[config.mk]
export PLATFORM = sky130hd
export DESIGN_NAME = pipe_ctrl_flat
export DESIGN_NICKNAME = d
export VERILOG_FILES = /design/src/rtl/pipe_ctrl_if.sv /design/src/rtl/pipe_ctrl.sv /design/src/flat_wrapper.sv
export SDC_FILE = /design/constraint.sdc
export NUM_CORES = 1
export LEC_CHECK = 0
export ABC_CLOCK_PERIOD_IN_PS = 2100
export CAP_MARGIN = 20
export CORE_MARGIN = 5
export CORE_UTILIZATION = 38
export CTS_CLUSTER_SIZE = 10
export DETAILED_ROUTE_END_ITERATION = 7
export PLACE_DENSITY_LB_ADDON = 0.1
export SLEW_MARGIN = 5
export SYNTH_ARGS = -nofsm -noshare
export SYNTH_HDL_FRONTEND = slang
export SYNTH_SLANG_ARGS = --single-unit
[constraint.sdc]
create_clock -name clk -period 2.1 [get_ports clk]
set_clock_uncertainty 0.2 [all_clocks]
set_input_delay 0.315 -clock clk [delete_from_list [all_inputs] [get_ports clk]]
set_output_delay 0.315 -clock clk [all_outputs]
set_load 0.005 [all_outputs]
[src/rtl/pipe_ctrl_if.sv]
// rtl/pipe_ctrl_if.sv - pipeline stall/flush request and control bundle
interface pipe_ctrl_if;
    logic        stallreq_from_if;
    logic        stallreq_from_id;
    logic        stallreq_from_ex;
    logic        stallreq_from_mem;
    logic [31:0] excepttype_i;
    logic [31:0] cp0_epc_i;
    logic [5:0]  stall;
    logic        flush;
    logic [31:0] new_pc;

    modport master (
        output stallreq_from_if, stallreq_from_id, stallreq_from_ex, stallreq_from_mem,
        output excepttype_i, cp0_epc_i,
        input  stall, flush, new_pc
    );

    modport slave (
        input  stallreq_from_if, stallreq_from_id, stallreq_from_ex, stallreq_from_mem,
        input  excepttype_i, cp0_epc_i,
        output stall, flush, new_pc
    );
endinterface

[src/rtl/pipe_ctrl.sv]
// rtl/pipe_ctrl.sv - stall merge, exception flush sequencing, perf counters and stall watchdog
module pipe_ctrl #(
    parameter logic [31:0] EXC_VECTOR    = 32'h0000_0040,
    parameter logic [31:0] INT_VECTOR    = 32'h0000_0020,
    parameter int          STALL_TIMEOUT = 1024
) (
    input  logic          clk,
    input  logic          rst,
    pipe_ctrl_if.slave    bus,
    input  logic          perf_clr_i,
    output logic [31:0]   stall_cycles_o,
    output logic [15:0]   flush_count_o,
    output logic          stall_timeout_o
);
    localparam logic [0:0] S_RUN   = 1'b0;
    localparam logic [0:0] S_BLANK = 1'b1;
    localparam int         WD_W    = $clog2(STALL_TIMEOUT + 1);
    localparam logic [WD_W-1:0] WD_MAX = WD_W'(STALL_TIMEOUT);

    logic [0:0]      state;
    logic [31:0]     stall_cnt;
    logic [15:0]     flush_cnt;
    logic [WD_W-1:0] wd_cnt;
    logic            timeout_q;
    logic [5:0]      stall_c;
    logic            flush_c;
    logic [31:0]     new_pc_c;

    // Pipeline registers sample these on the same edge, so they stay purely combinational.
    always_comb begin
        stall_c  = 6'b000000;
        flush_c  = 1'b0;
        new_pc_c = 32'h0;
        if (rst) begin
            if (state == S_RUN && bus.excepttype_i != 32'h0) begin
                flush_c = 1'b1;
                case (bus.excepttype_i)
                    32'h0000_0001: new_pc_c = INT_VECTOR;
                    32'h0000_000e: new_pc_c = bus.cp0_epc_i;
                    default:       new_pc_c = EXC_VECTOR;
                endcase
            end else if (bus.stallreq_from_mem) begin
                stall_c = 6'b011111;
            end else if (bus.stallreq_from_ex) begin
                stall_c = 6'b001111;
            end else if (bus.stallreq_from_id || bus.stallreq_from_if) begin
                stall_c = 6'b000111;
            end
        end
    end

    assign bus.stall       = stall_c;
    assign bus.flush       = flush_c;
    assign bus.new_pc      = new_pc_c;
    assign stall_cycles_o  = stall_cnt;
    assign flush_count_o   = flush_cnt;
    assign stall_timeout_o = timeout_q;

    always_ff @(posedge clk) begin
        if (!rst) begin
            state     <= S_RUN;
            stall_cnt <= 32'h0;
            flush_cnt <= 16'h0;
            wd_cnt    <= '0;
            timeout_q <= 1'b0;
        end else begin
            state <= flush_c ? S_BLANK : S_RUN;
            if (perf_clr_i) begin
                stall_cnt <= 32'h0;
                flush_cnt <= 16'h0;
                wd_cnt    <= '0;
                timeout_q <= 1'b0;
            end else begin
                if (stall_c != 6'b0 && stall_cnt != 32'hFFFF_FFFF)
                    stall_cnt <= stall_cnt + 32'h1;
                if (flush_c && flush_cnt != 16'hFFFF)
                    flush_cnt <= flush_cnt + 16'h1;
                // Counter parks at the limit; the flag follows one edge later and is sticky.
                if (wd_cnt == WD_MAX)
                    timeout_q <= 1'b1;
                if (!stall_c[0] || flush_c)
                    wd_cnt <= '0;
                else if (wd_cnt != WD_MAX)
                    wd_cnt <= wd_cnt + 1'b1;
            end
        end
    end
endmodule

[src/flat_wrapper.sv]
// flat-port wrapper written by rule: the top's interface ports become plain ports
module pipe_ctrl_flat 
#(
    parameter logic [31:0] EXC_VECTOR    = 32'h0000_0040,
    parameter logic [31:0] INT_VECTOR    = 32'h0000_0020,
    parameter int          STALL_TIMEOUT = 1024
)
  (clk, rst, perf_clr_i, stall_cycles_o, flush_count_o, stall_timeout_o, bus_stallreq_from_if, bus_stallreq_from_id, bus_stallreq_from_ex, bus_stallreq_from_mem, bus_excepttype_i, bus_cp0_epc_i, bus_stall, bus_flush, bus_new_pc);
  pipe_ctrl_if bus_i ();
  input  logic clk;
  input  logic rst;
  input  logic perf_clr_i;
  output logic [31:0] stall_cycles_o;
  output logic [15:0] flush_count_o;
  output logic stall_timeout_o;
  input wire logic [$bits(bus_i.stallreq_from_if)-1:0] bus_stallreq_from_if;
  input wire logic [$bits(bus_i.stallreq_from_id)-1:0] bus_stallreq_from_id;
  input wire logic [$bits(bus_i.stallreq_from_ex)-1:0] bus_stallreq_from_ex;
  input wire logic [$bits(bus_i.stallreq_from_mem)-1:0] bus_stallreq_from_mem;
  input wire logic [$bits(bus_i.excepttype_i)-1:0] bus_excepttype_i;
  input wire logic [$bits(bus_i.cp0_epc_i)-1:0] bus_cp0_epc_i;
  output wire logic [$bits(bus_i.stall)-1:0] bus_stall;
  output wire logic [$bits(bus_i.flush)-1:0] bus_flush;
  output wire logic [$bits(bus_i.new_pc)-1:0] bus_new_pc;
  assign bus_i.stallreq_from_if = bus_stallreq_from_if;
  assign bus_i.stallreq_from_id = bus_stallreq_from_id;
  assign bus_i.stallreq_from_ex = bus_stallreq_from_ex;
  assign bus_i.stallreq_from_mem = bus_stallreq_from_mem;
  assign bus_i.excepttype_i = bus_excepttype_i;
  assign bus_i.cp0_epc_i = bus_cp0_epc_i;
  assign bus_stall = bus_i.stall;
  assign bus_flush = bus_i.flush;
  assign bus_new_pc = bus_i.new_pc;
  pipe_ctrl #(.EXC_VECTOR(EXC_VECTOR), .INT_VECTOR(INT_VECTOR), .STALL_TIMEOUT(STALL_TIMEOUT)) u_core (.clk(clk), .rst(rst), .bus(bus_i), .perf_clr_i(perf_clr_i), .stall_cycles_o(stall_cycles_o), .flush_count_o(flush_count_o), .stall_timeout_o(stall_timeout_o));
endmodule
==> results of run 1 <==
## synth_stat cells, types with 3 or more instances
cell type	count
inv_1	8
nor4_1	12
and4_1	3
nand2b_1	4
buf_4	3
nand2_1	32
nand3_1	24
nand4_1	13
a21oi_1	26
o31ai_1	6
or3_1	18
buf_2	3
xnor2_1	18
dfxtp_1	61
nor3_1	16
o21a_1	3
o21ai_0	17
nor2_1	42
ha_1	4
xor2_1	6
buf_6	3
and3_1	8
or4_1	10
clkbuf_1	11
and2_1	32
## flip-flops by register name (all words and copies together) (netlist names)
signal / count
u_core.stall_timeout_o: 1
u_core.wd_cnt: 11
u_core.stall_cycles_o: 32
u_core.state: 1
u_core.flush_count_o: 16
## what timing repair did
action                     in CTS  in global routing
gates cloned                    7                  0
buffers inserted               43                 11
pin swaps                      75                 22
setup endpoints to repair      97                 81
gates resized for setup       371                 83
## routing by layer
| layer | part of all wire (%) | track usage, % |
|---|---|---|
| met1 | 39 | 28.5 |
| met2 | 52 | 45.0 |
| met3 | 6.3 | 5.49 |
| met4 | 3.0 | 10.9 |
| met5 | 0 | 0 |
## worst max-delay path: stages
cell	delay, ns
buf_2	0.11
nor4_2	0.27
nand4_1	0.16
buf_4	0.18
buf_6	0.11
o21bai_4	0.13
buf_6	0.12
buf_6	0.09
buf_6	0.10
nand3_4	0.10
buf_4	0.17
buf_12	0.12
or4_1	0.46
o21ai_1	0.08
## where the power goes
group / leakage (nW) / switching (mW) / internal (mW)
Sequential: 0.493 / 0.00270 / 1.16
Combinational: 2.10 / 0.160 / 0.253
Clock: 0.117 / 0.488 / 0.770
## area by class of cell
| cell class | instances | area, sq um | area share (%) |
|---|---|---|---|
| clock inverter | 5 | 80.1 | 1.16 |
| sequential | 61 | 1230 | 17.9 |
| clock buffer | 11 | 163 | 2.37 |
| multi-input combinational | 333 | 2520 | 36.7 |
| timing repair buffer | 281 | 2710 | 39.4 |
| inverter | 8 | 32.5 | 0.473 |
| tap | 108 | 135 | 1.97 |
## through the flow
step	worst slack, ns	utilization [%]	hold WS [ns]	TNS [ns]
detailed placement	-1.01	64.8	0.269	-71.05
finish	-0.355	78.5	0.287	-14.75
global route	-0.476	78.5	0.338	-23.32
CTS	-0.413	75.3	0.286	-18.53
global placement	-0.956	64.8	0.256	-66.23
floorplan	-0.0437	-	0.253	-0.0505
## path summary, 6_finish.rpt
path              slack [ns]                 startpoint                   endpoint
setup / recovery       -0.35       bus_excepttype_i[22]  u_core.stall_cycles_o[24]
hold / removal          0.29     u_core.stall_timeout_o     u_core.stall_timeout_o
setup reg to reg       -0.19  u_core.stall_cycles_o[10]   u_core.stall_cycles_o[5]
hold reg to reg         0.29     u_core.stall_timeout_o     u_core.stall_timeout_o
## cell families after synthesis
kind of cell               after synthesis  synth area share [%]
AOI/OAI and AO/OA                       65                  11.8
xor gates and xnor gates                24                  6.13
adders and majority gates                4                  1.46
buffers and inverters                   29                  4.27
DFF                                     61                  35.6
muxes                                    2                 0.584
other                                    1                 0.109
and+or+nand+nor                        237                  40.0
==> flow_metrics.py, run 1 <==
metrics = {
    "outcome": {
        "status": "complete, but fails checks",
        "violations": "negative setup slack",
    },
    "placed_design": {
        "io_buffers": 157,
        "place_inst": 745,
        "post-dp-hpwl_mm": 9.40,
        "gp_congestion": 0.811,
        "placed_cell_area_sq_um": 5680,
    },
    "floorplan": {
        "start_util_pct": 39.1,
        "rows": 34,
        "die_area_sq_um": 11000,
        "ioPinCount": 159,
        "die_y_um": 105,
        "die_w_um": 105,
        "core_sq_um": 8760,
    },
    "timing": {
        "setup_viol": 68,
        "rsz0062_at_grt": "true",
        "final_hold_viol_count": 0,
        "period_share_pct": 117,
        "max_freq_mhz": 407,
        "period_minus_slack_ns": 2.45,
        "drv_slew": 0,
        "setup_slack_ns": -0.355,
    },
    "clocking": {
        "hold_buffers": 0,
        "cts_buffer_depth": 2,
        "cts_max_level": 3,
        "numCtsBuffers": 9,
        "cts_tree": "built",
        "root_buffer": "clkbuf_8",
        "cts.sinks": 61,
        "worstSkewPairLatency_ns": 0.34,
        "clk_pin_slew_ns": 0.07,
    },
    "yosys": {
        "synth_top_flop_cell": "dfxtp_1",
        "synth.top_cell.area_share_pct": 35.6,
        "async_flop_share_pct": 0,
        "syn_nets": 498,
        "avgSynthCellArea_sq_um": 8.10,
        "yosysWarnings": 0,
        "syn_area_sq_um": 3430,
        "synth_edf_count": 0,
        "ys_seq_area_share_pct": 35.6,
        "ys_seq_elements": 61,
        "synthTopCellsByArea": "dfxtp_1 (36%), and2_1 (5.8%), nor2_1 (4.6%)",
        "synth_area_leader_cell": "dfxtp_1",
        "synthCells": 423,
        "synth.distinct_cells": 56,
    },
    "pwr": {
        "total_power_mw": 2.83,
        "power_density_nw_per_um2": 412,
        "ir_worst_vdd_v": 0.000359,
        "p_leak_nw": 2.71,
    },
    "hold_path": {
        "hold_class": "reg2reg",
        "hold_depth": 2,
    },
    "final_layout": {
        "final_cell_mix": "clkdlybuf4s50_1 (84), buf_4 (84), buf_6 (68), dfxtp_1 (58), nor2_1 (34)",
        "fin_nets": 769,
        "n_antenna_cell": 0,
        "fill_cells": 576,
        "syn_to_final_growth_pct": 101,
        "final_cells": 807,
        "final_layout_size_suffix_gt1_share_pct": 44.5,
        "finalInstanceArea_sq_um": 6880,
    },
    "worst_setup_path": {
        "critical_path_class": "in2reg",
        "required_ns": 2.18,
        "end_kind": "register",
        "critPathLaunchType": "input port",
        "arrival_ns": 2.53,
        "path_max_fanout": 5,
        "reg2reg_depth": 10,
    },
    "drt": {
        "ant_nets": 0,
        "post_drt_via_cell_ratio": 5.42,
        "drt_iter0_markers": 316,
        "num_vias": 4374,
        "drt-total-wl_mm": 14.6,
        "drc": 0,
        "firstDrtPassIters": 4,
        "wire_per_inst_um": 18.1,
    },
    "grt": {
        "track_usage_pct": 25.1,
        "first_global_vias": 4453,
        "grt_max_degree": 18,
        "antenna_found_initial": 0,
        "grt_pass1_wl_mm": 22.8,
        "grt_remaining_overflow": 0,
    },
    "run": {
        "drv_cap": 0,
    },
}
No activity file was read; power rests on OpenSTA's default activity.
==> run 2, diff against run 1 <==
Settings changed: CAP_MARGIN 20 to 40.
==> results of run 2 <==
No change in the layout: final DEF, timing and power equal those of run 1.
